[config.mk]
export PLATFORM = sky130hd
export DESIGN_NAME = cos_th2_engine
export DESIGN_NICKNAME = d
export VERILOG_FILES = /design/src/rtl/cos_th2_engine.sv
export SDC_FILE = /design/constraint.sdc
export NUM_CORES = 2
export LEC_CHECK = 0
export BUFFER_PORTS_ARGS = -buffer_cell sky130_fd_sc_hd__buf_2
export CORE_ASPECT_RATIO = 1.4
export CORE_MARGIN = 2
export CORE_UTILIZATION = 58
export DETAILED_ROUTE_END_ITERATION = 8
export HOLD_SLACK_MARGIN = 0.06
export PLACE_DENSITY = 0.83
export SLEW_MARGIN = 20
export SYNTH_ARGS = -nofsm -noshare
export SYNTH_HDL_FRONTEND = slang
export SYNTH_SLANG_ARGS = --single-unit
[constraint.sdc]
create_clock -name clk -period 8.35 [get_ports clk]
set_clock_uncertainty 0.1 [all_clocks]
set_input_delay 2.505 -clock clk [delete_from_list [all_inputs] [get_ports clk]]
set_output_delay 2.505 -clock clk [all_outputs]
set_load 0.1 [all_outputs]
[src/rtl/cos_th2_engine.sv]
// Two-link inverse-kinematics helper: cos_th2 = (x^2+y^2-l1^2-l2^2)/(2*l1*l2), signed Q2.FRAC_W.
// Latency: fixed, done pulses FRAC_W+9 cycles after the accepting edge (MUL 5, PREP 1, DIV FRAC_W+2, FIN 1).
// Backpressure: ready is high only in IDLE; start while busy is dropped, nothing is queued.
module cos_th2_engine #(
  parameter int COORD_W = 14,
  parameter int LEN_W   = 16,
  parameter int FRAC_W  = 16
) (
  input  logic                  clk,
  input  logic                  reset,
  input  logic                  start,
  input  logic [COORD_W-1:0]    x_target,
  input  logic [COORD_W-1:0]    y_target,
  input  logic [LEN_W-1:0]      l1,
  input  logic [LEN_W-1:0]      l2,
  output logic                  ready,
  output logic                  done,
  output logic [FRAC_W+1:0]     cos_th2,
  output logic [1:0]            status
);

  localparam int RES_W = FRAC_W + 2;
  localparam int OW    = (COORD_W > LEN_W) ? COORD_W : LEN_W;  // multiplier operand width
  localparam int PW    = 2 * OW;                               // product width
  localparam int NW    = PW + 2;                               // numerator / denominator width
  localparam int QW    = FRAC_W + 2;                           // quotient bits produced
  localparam int CW    = $clog2(QW + 1);                       // step counter width

  typedef enum logic [2:0] {S_IDLE, S_MUL, S_PREP, S_DIV, S_FIN} state_t;

  state_t              r_state;
  state_t              w_next;
  logic [CW-1:0]       r_cnt;

  // Operands captured at acceptance
  logic [COORD_W-1:0]  r_x;
  logic [COORD_W-1:0]  r_y;
  logic [LEN_W-1:0]    r_l1;
  logic [LEN_W-1:0]    r_l2;

  // Products from the shared multiplier
  logic [PW-1:0]       r_xx;
  logic [PW-1:0]       r_yy;
  logic [PW-1:0]       r_l1s;
  logic [PW-1:0]       r_l2s;
  logic [PW-1:0]       r_l12;

  // Divider state
  logic                r_neg;
  logic                r_sat;
  logic                r_degen;
  logic [NW-1:0]       r_den;
  logic [NW-1:0]       r_rem;
  logic [1:0]          r_lo;
  logic [QW-1:0]       r_q;

  // Held results
  logic [RES_W-1:0]    r_cos;
  logic [1:0]          r_status;

  // Combinational datapath
  logic [COORD_W-1:0]  w_ax;
  logic [COORD_W-1:0]  w_ay;
  logic [OW-1:0]       w_ma;
  logic [OW-1:0]       w_mb;
  logic [PW-1:0]       w_prod;
  logic [NW-1:0]       w_n;
  logic [NW-1:0]       w_absn;
  logic [NW-1:0]       w_d;
  logic [NW:0]         w_trial;
  logic [NW:0]         w_diff;
  logic                w_qbit;
  logic [NW-1:0]       w_rem_nxt;
  logic [RES_W-1:0]    w_one;
  logic [RES_W-1:0]    w_mag;
  logic [RES_W-1:0]    w_res;
  logic [1:0]          w_st;

  // Coordinates are squared as magnitudes so one unsigned multiplier serves all five products.
  assign w_ax   = r_x[COORD_W-1] ? (~r_x + COORD_W'(1)) : r_x;
  assign w_ay   = r_y[COORD_W-1] ? (~r_y + COORD_W'(1)) : r_y;

  // Select multiplier operands by MUL step: x^2, y^2, l1^2, l2^2, l1*l2.
  always_comb begin
    w_ma = '0;
    w_mb = '0;
    case (r_cnt)
      CW'(0): begin w_ma = OW'(w_ax); w_mb = OW'(w_ax); end
      CW'(1): begin w_ma = OW'(w_ay); w_mb = OW'(w_ay); end
      CW'(2): begin w_ma = OW'(r_l1); w_mb = OW'(r_l1); end
      CW'(3): begin w_ma = OW'(r_l2); w_mb = OW'(r_l2); end
      CW'(4): begin w_ma = OW'(r_l1); w_mb = OW'(r_l2); end
      default: begin w_ma = '0; w_mb = '0; end
    endcase
  end

  assign w_prod = PW'(w_ma) * PW'(w_mb);

  // N is two's complement in NW bits; the two guard bits cover the full sum range.
  assign w_n    = {2'b00, r_xx} + {2'b00, r_yy} - {2'b00, r_l1s} - {2'b00, r_l2s};
  assign w_absn = w_n[NW-1] ? (~w_n + NW'(1)) : w_n;
  assign w_d    = {1'b0, r_l12, 1'b0};

  // Restoring step: the remainder starts at |N|>>2 and the two dropped bits are shifted back
  // in first, so the first two quotient bits carry weights 2 and 1. With |N|<=D the remainder
  // always stays below D, keeping the trial value inside NW+1 bits.
  assign w_trial   = {r_rem, r_lo[1]};
  assign w_diff    = w_trial - {1'b0, r_den};
  assign w_qbit    = (w_trial >= {1'b0, r_den});
  assign w_rem_nxt = w_qbit ? w_diff[NW-1:0] : w_trial[NW-1:0];

  // Final result: degenerate beats saturation; magnitude truncated before sign is applied.
  assign w_one = RES_W'(1) << FRAC_W;
  assign w_mag = r_sat ? w_one : r_q;
  assign w_res = r_degen ? '0 : (r_neg ? (~w_mag + RES_W'(1)) : w_mag);
  assign w_st  = r_degen ? 2'b10 : (r_sat ? 2'b01 : 2'b00);

  // State register.
  always_ff @(posedge clk or negedge reset) begin
    if (!reset) r_state <= S_IDLE;
    else        r_state <= w_next;
  end

  // Next-state sequencing through the fixed-length phases.
  always_comb begin
    w_next = r_state;
    case (r_state)
      S_IDLE: if (start) w_next = S_MUL;
      S_MUL:  if (r_cnt == CW'(4)) w_next = S_PREP;
      S_PREP: w_next = S_DIV;
      S_DIV:  if (r_cnt == CW'(QW - 1)) w_next = S_FIN;
      S_FIN:  w_next = S_IDLE;
      default: w_next = S_IDLE;
    endcase
  end

  // Datapath: capture operands, collect products, prepare and run the divider, hold the result.
  always_ff @(posedge clk or negedge reset) begin
    if (!reset) begin
      r_cnt    <= '0;
      r_x      <= '0;
      r_y      <= '0;
      r_l1     <= '0;
      r_l2     <= '0;
      r_xx     <= '0;
      r_yy     <= '0;
      r_l1s    <= '0;
      r_l2s    <= '0;
      r_l12    <= '0;
      r_neg    <= 1'b0;
      r_sat    <= 1'b0;
      r_degen  <= 1'b0;
      r_den    <= '0;
      r_rem    <= '0;
      r_lo     <= '0;
      r_q      <= '0;
      r_cos    <= '0;
      r_status <= '0;
    end else begin
      case (r_state)
        S_IDLE: begin
          if (start) begin
            r_x   <= x_target;
            r_y   <= y_target;
            r_l1  <= l1;
            r_l2  <= l2;
            r_cnt <= '0;
          end
        end
        S_MUL: begin
          case (r_cnt)
            CW'(0):  r_xx  <= w_prod;
            CW'(1):  r_yy  <= w_prod;
            CW'(2):  r_l1s <= w_prod;
            CW'(3):  r_l2s <= w_prod;
            default: r_l12 <= w_prod;
          endcase
          r_cnt <= (r_cnt == CW'(4)) ? '0 : r_cnt + CW'(1);
        end
        S_PREP: begin
          r_neg   <= w_n[NW-1];
          r_degen <= (w_d == '0);
          r_sat   <= (w_absn > w_d);
          r_den   <= w_d;
          r_rem   <= w_absn >> 2;
          r_lo    <= w_absn[1:0];
          r_q     <= '0;
          r_cnt   <= '0;
        end
        S_DIV: begin
          r_rem <= w_rem_nxt;
          r_q   <= {r_q[QW-2:0], w_qbit};
          r_lo  <= {r_lo[0], 1'b0};
          r_cnt <= r_cnt + CW'(1);
        end
        S_FIN: begin
          r_cos    <= w_res;
          r_status <= w_st;
        end
        default: r_cnt <= '0;
      endcase
    end
  end

  // The new result is presented alongside the done pulse and held afterwards.
  assign ready   = (r_state == S_IDLE);
  assign done    = (r_state == S_FIN);
  assign cos_th2 = done ? w_res : r_cos;
  assign status  = done ? w_st  : r_status;

endmodule

# Yosys cells after proc, flatten, opt, wreduce, memory -nomap -nowiden
# Index checks and enable logic that the tools add are counted.
# totals
regBits	337
elab_cells	88
input_bits	63
output_inout_bits	22
# classes
n_reduce_logical	15
bitwise_logic	6
n_addsub	9
eq_ne	12
n_lt_le_gt_ge	2
n_mux	23
mul	1
# op_table
op	count
case mux 16 bit (4 select lines)	2
2-to-1 mux 18 bit	4
2-to-1 mux 34 bit	2
case mux 34 bit (2 select lines)	1
case mux 18 bit (2 select lines)	1
greater-or-equal comparator 35 x 33 -> 1 bit	1
adder 34 x 1 -> 34 bit (second input constant)	1
greater-than comparator 34 x 33 -> 1 bit	1
zero test 34 bit	1
NOT 34 bit	1
subtractor 33 x 32 -> 34 bit	1
subtractor 34 x 32 -> 34 bit	1
subtractor 34 x 33 -> 34 bit	1
adder 32 x 32 -> 33 bit	1
multiplier 16 x 16 -> 32 bit	1
adder 14 x 1 -> 14 bit (second input constant)	2
2-to-1 mux 14 bit	2
NOT 14 bit	2
case mux 5 bit (4 select lines)	1
adder 18 x 1 -> 18 bit (second input constant)	1
NOT 18 bit	1
AND reduction 2 bit	7
case mux 3 bit (4 select lines)	1
== test 5 x 2 -> 1 bit (second input constant)	2
20 further kinds	29

# Logic depth before layout (Yosys ltp)
# depth
depth_word	7
mapped_depth	34
depth_no_buf	33

# Worst setup path after synthesis
# No wires, ideal clock.
# synth_path
path_type	reg-to-reg
start	reg r_cnt[0]
end	reg r_l1s[29]
setup_slack_ps	237
t_arrival_ps	7880
setup_ps	134
stages_incl_launch_ff	31
synth_period_minus_slack_ps	8113
n_path_buf	2
required_ps	8116
cell_sequence	dfrtp_1 -> inv_1 -> ha_1 -> and2_1 -> nand2b_1 -> clkbuf_1 -> clkbuf_1 -> a221oi_1 -> nor2_1 -> fa_1 -> inv_1 -> fa_1 -> fa_1 -> inv_1 -> fa_1 -> fa_1 -> inv_1 -> fa_1 -> inv_1 -> ha_1 -> and3_1 -> and3_1 -> a211oi_1 -> o21ai_0 -> a31o_2 -> a41o_1 -> a31oi_1 -> nand2b_1 -> a21oi_1 -> xor2_1 -> o21ai_0
# synth_between
elab_chain_cells	4
word_cells_on_any_way	11
cone_classes	1 x mul; 4 x eq/ne; 2 x mux; 4 x reduce/logical
# synth_rtl
element	line	text
start, declared	33	logic [CW-1:0] r_cnt;
start signal, assigned	178	r_cnt <= (r_cnt == CW'(4)) ? '0 : r_cnt + CW'(1);
start signal, assigned	194	r_cnt <= r_cnt + CW'(1);
== test 5 x 3 -> 1 bit, or another cell as far along	87	case (r_cnt)
OR reduction 2 bit (no source line)	--	
case mux 16 bit (4 select lines)	87	
multiplier 16 x 16 -> 32 bit	97	assign w_prod = PW'(w_ma) * PW'(w_mb);
end signal, assigned	174	CW'(2): r_l1s <= w_prod;
end, declared	44	logic [PW-1:0] r_l1s;
# Several ways; a longest one is shown, not always the timed one.
# A chain may end at the register's enable or synchronous reset.

# Worst setup path after layout
# layout_path
start	reg r_x[2]
end	reg r_l12[30]
# layout_between
elab_chain_cells	5
word_cells_on_any_way	6
cone_classes	1 x add/sub; 1 x mul; 3 x mux; 1 x bitwise
# layout_rtl
element	line	text
start, declared	36	logic [COORD_W-1:0] r_x;
start signal, assigned	163	r_x <= x_target;
NOT 14 bit	80	assign w_ax = r_x[COORD_W-1] ? (~r_x + COORD_W'(1)) : r_x;
adder 14 x 1 -> 14 bit	80	
2-to-1 mux 14 bit *	80	
case mux 16 bit (4 select lines)	87	
multiplier 16 x 16 -> 32 bit *	97	
end signal, assigned	176	default: r_l12 <= w_prod;
end, declared	46	logic [PW-1:0] r_l12;
# Mark *: on every way between the ends. The rest lies on a longest branch, timed or not.

==> out/metrics.yaml <==
outcome: "finished clean"
synth_area_mm2: 0.0293
crit_family: "adder cells"
hold_class: "reg2reg"
slowest_delay_ns: 0.60
finalCriticalPeriod_ns: 8.33
synthFlopType: "dfrtp_1"
vias_per_cell: 6.09
ant_nets: 0
cp-start-kind: "register"
cts_made_buffers: 36
cts.sinks: 337
syn2layout_area_growth_pct: 12.7
drive_above_1_share_pct: 17.1
grt_max_degree: 112
hold_viol: 0
place_area_mm2: 0.0313
r2r_end: "r_l12[30]"
drt_pass1_iterations: 5
crit_path_end_kind: "register"
slew_headroom_pct: 34.5
die_y_um: 270
seq_area_frac_synth_pct: 28.8
grt_overflow: 0
multi_input_area_mm2: 0.0193
fin_area_mm2: 0.0331
die_w_um: 194
vias: 24200
fmax_mhz: 120
insertion_delay_ns: 0.58
wirelength_mm: 83.0
synthTopCellsByArea: "dfrtp_1 (29%), fa_1 (18%), ha_1 (9.0%)"
yosysMostFrequentCell: "inv_1"
initial_core_util_pct: 58.7
regArea_mm2: 0.00843
critPathCapture: "r_l12[30]"
ios: 85
finalSetupViolCount: 0
synth_top_area_share_pct: 28.8
final_max_slew_viol_count: 0
path_depth: 31
synth_common_cells: "inv_1 (424), nand2_1 (375), dfrtp_1 (337)"
die_area_mm2: 0.0524
syn_nets: 3665
crit_buf_inv: 5
tightest_slew_ns: 0.978
rsz0062_at_grt: "true"
clock-root-buffer: "clkbuf_16"
path_class: "reg2reg"
cts_tree: "yes"
hpwl_mm: 64.0
synth-async-reset-ratio_pct: 100
critPathSlowestCell: "fa_1"
crit_fanout: 5
r2r_cells: 31
grt_usage_pct: 31.4
fillCellCount: 3875
drc: 0
r2r_start: "r_x[2]"
maxCapViolations: 0
required_ns: 8.68
rows: 97
whs_ns: 0.378
arrival_ns: 8.66
cpMostUsedCell: "fa_1"
antenna_found_initial: 0
cts.htree.levels: 2
routedWlPerCell_um: 20.9
yosys.area.top_type: "dfrtp_1"
syn_avg_cell_area_um2: 9.36
grt_pass1_vias: 25100
synth_cell_types: 76
ys_warn_count: 0
r2r_slack_ns: 0.02
finalCritPeriodShare_pct: 99.8
core-area_mm2: 0.0500
postCtsHoldBufs: 0
cts_max_path_buffers: 3
first_iter_violations: 1417
antenna_cells: 0
crit_path_start: "r_x[2]"
clk_pin_slew_ns: 0.06
synth_edf_count: 0
postSynthCellCount: 3133
portBuffers: 84
fin_nets: 3837
grt_pass1_wl_mm: 129
ys_ff_latch: 337
gp_congestion: 1.08
worst min path at each step:
stage,start,end,slack (ns),cells past startpoint
after floorplan,r_rem[33],r_rem[33],0.35,2
after global placement,r_status[0],r_status[0],0.36,2
after detailed placement,r_status[0],r_status[0],0.36,2
after CTS,r_xx[7],r_xx[7],0.38,2
after global routing,r_yy[7],r_yy[7],0.40,2
final,r_yy[7],r_yy[7],0.38,2
worst register-to-register path: cells and delay by family (launching register included):
| kind | cells | cell delay [ns] |
|---|---|---|
| and+or+nand+nor | 8 | 1.40 |
| buffers and inverters | 5 | 0.47 |
| DFF | 1 | 0.40 |
| xor gates and xnor gates | 2 | 0.25 |
| AOI/OAI and AO/OA | 9 | 2.19 |
| adders and majority gates | 7 | 3.36 |
stage by stage:
step / setup WS (ns) / util [%] / setup TNS (ns) / instances
6_report: 0.0179 / 66.1 / 0 / 3971
3_3_place_gp: -0.0720 / 62.6 / -0.392 / 3888
4_1_cts: 0.00584 / 65.0 / 0 / 3951
2_1_floorplan: 0.237 / - / 0 / 3133
5_1_grt: -0.212 / 66.1 / -5.75 / 3971
3_5_place_dp: -0.256 / 62.6 / -4.21 / 3888
routing by layer:
layer	vias to the layer above	share of wire [%]	track usage, %
li1	10900	-	-
met1	11900	34	33.3
met2	1024	50	55.1
met3	388	5.7	4.81
met4	0	9.5	25.4
met5	-	0	0
timing repair:
item                       in CTS  in global routing
setup buffers                   2                 19
setup endpoints to repair      41                 69
pin swaps                       2                 67
gates cloned                    0                  0
resized for setup               8                 96
cell families after synthesis:
kind of cell | after synthesis | synth area share [%]
and+or+nand+nor | 825 | 12.6
AOI/OAI and AO/OA | 659 | 14.8
buffers and inverters | 546 | 7.06
adders and majority gates | 469 | 26.6
DFF | 337 | 28.8
muxes | 161 | 6.15
xor gates and xnor gates | 136 | 4.06
final cells by class:
cell class	count	area share, %
multi-input cells	2250	58.4
inverters	424	4.81
well taps	643	2.43
flip-flops and latches	337	25.5
repair buffers	256	5.40
clock buffers	50	3.13
clock inverters	11	0.371
cell usage in the layout, fill, tap and decap left out, drive strengths merged, types with 14 or more instances in the layout:
cell type	instances
a21o	59
a21oi	109
a221o	31
a221oi	27
a22o	32
a22oi	14
and2	18
buf	255
clkbuf	51
dfrtp	337
fa	259
ha	210
inv	428
mux2	153
nand2	375
nand2b	19
nand3	30
nand4	17
nor2	217
nor2b	32
nor3	38
nor4	20
o211ai	25
o21a	17
o21ai	227
o22ai	14
o31ai	21
or3	14
xnor2	76
xor2	60
sequential cells by signal, summed over array words and instances (netlist names):
signal	flops
r_den	32
r_neg	1
r_sat	1
r_state	3
r_xx	32
r_cnt	5
r_cos	18
r_l1	16
r_l1s	32
r_lo	2
r_yy	32
r_l2s	32
r_l12	32
r_l2	16
r_y	14
r_rem	34
r_degen	1
r_q	18
r_status	2
r_x	14
Power is left out: the tool's default activity adds up to more than one toggle a clock period on the data nets, which glitch-free logic cannot reach.
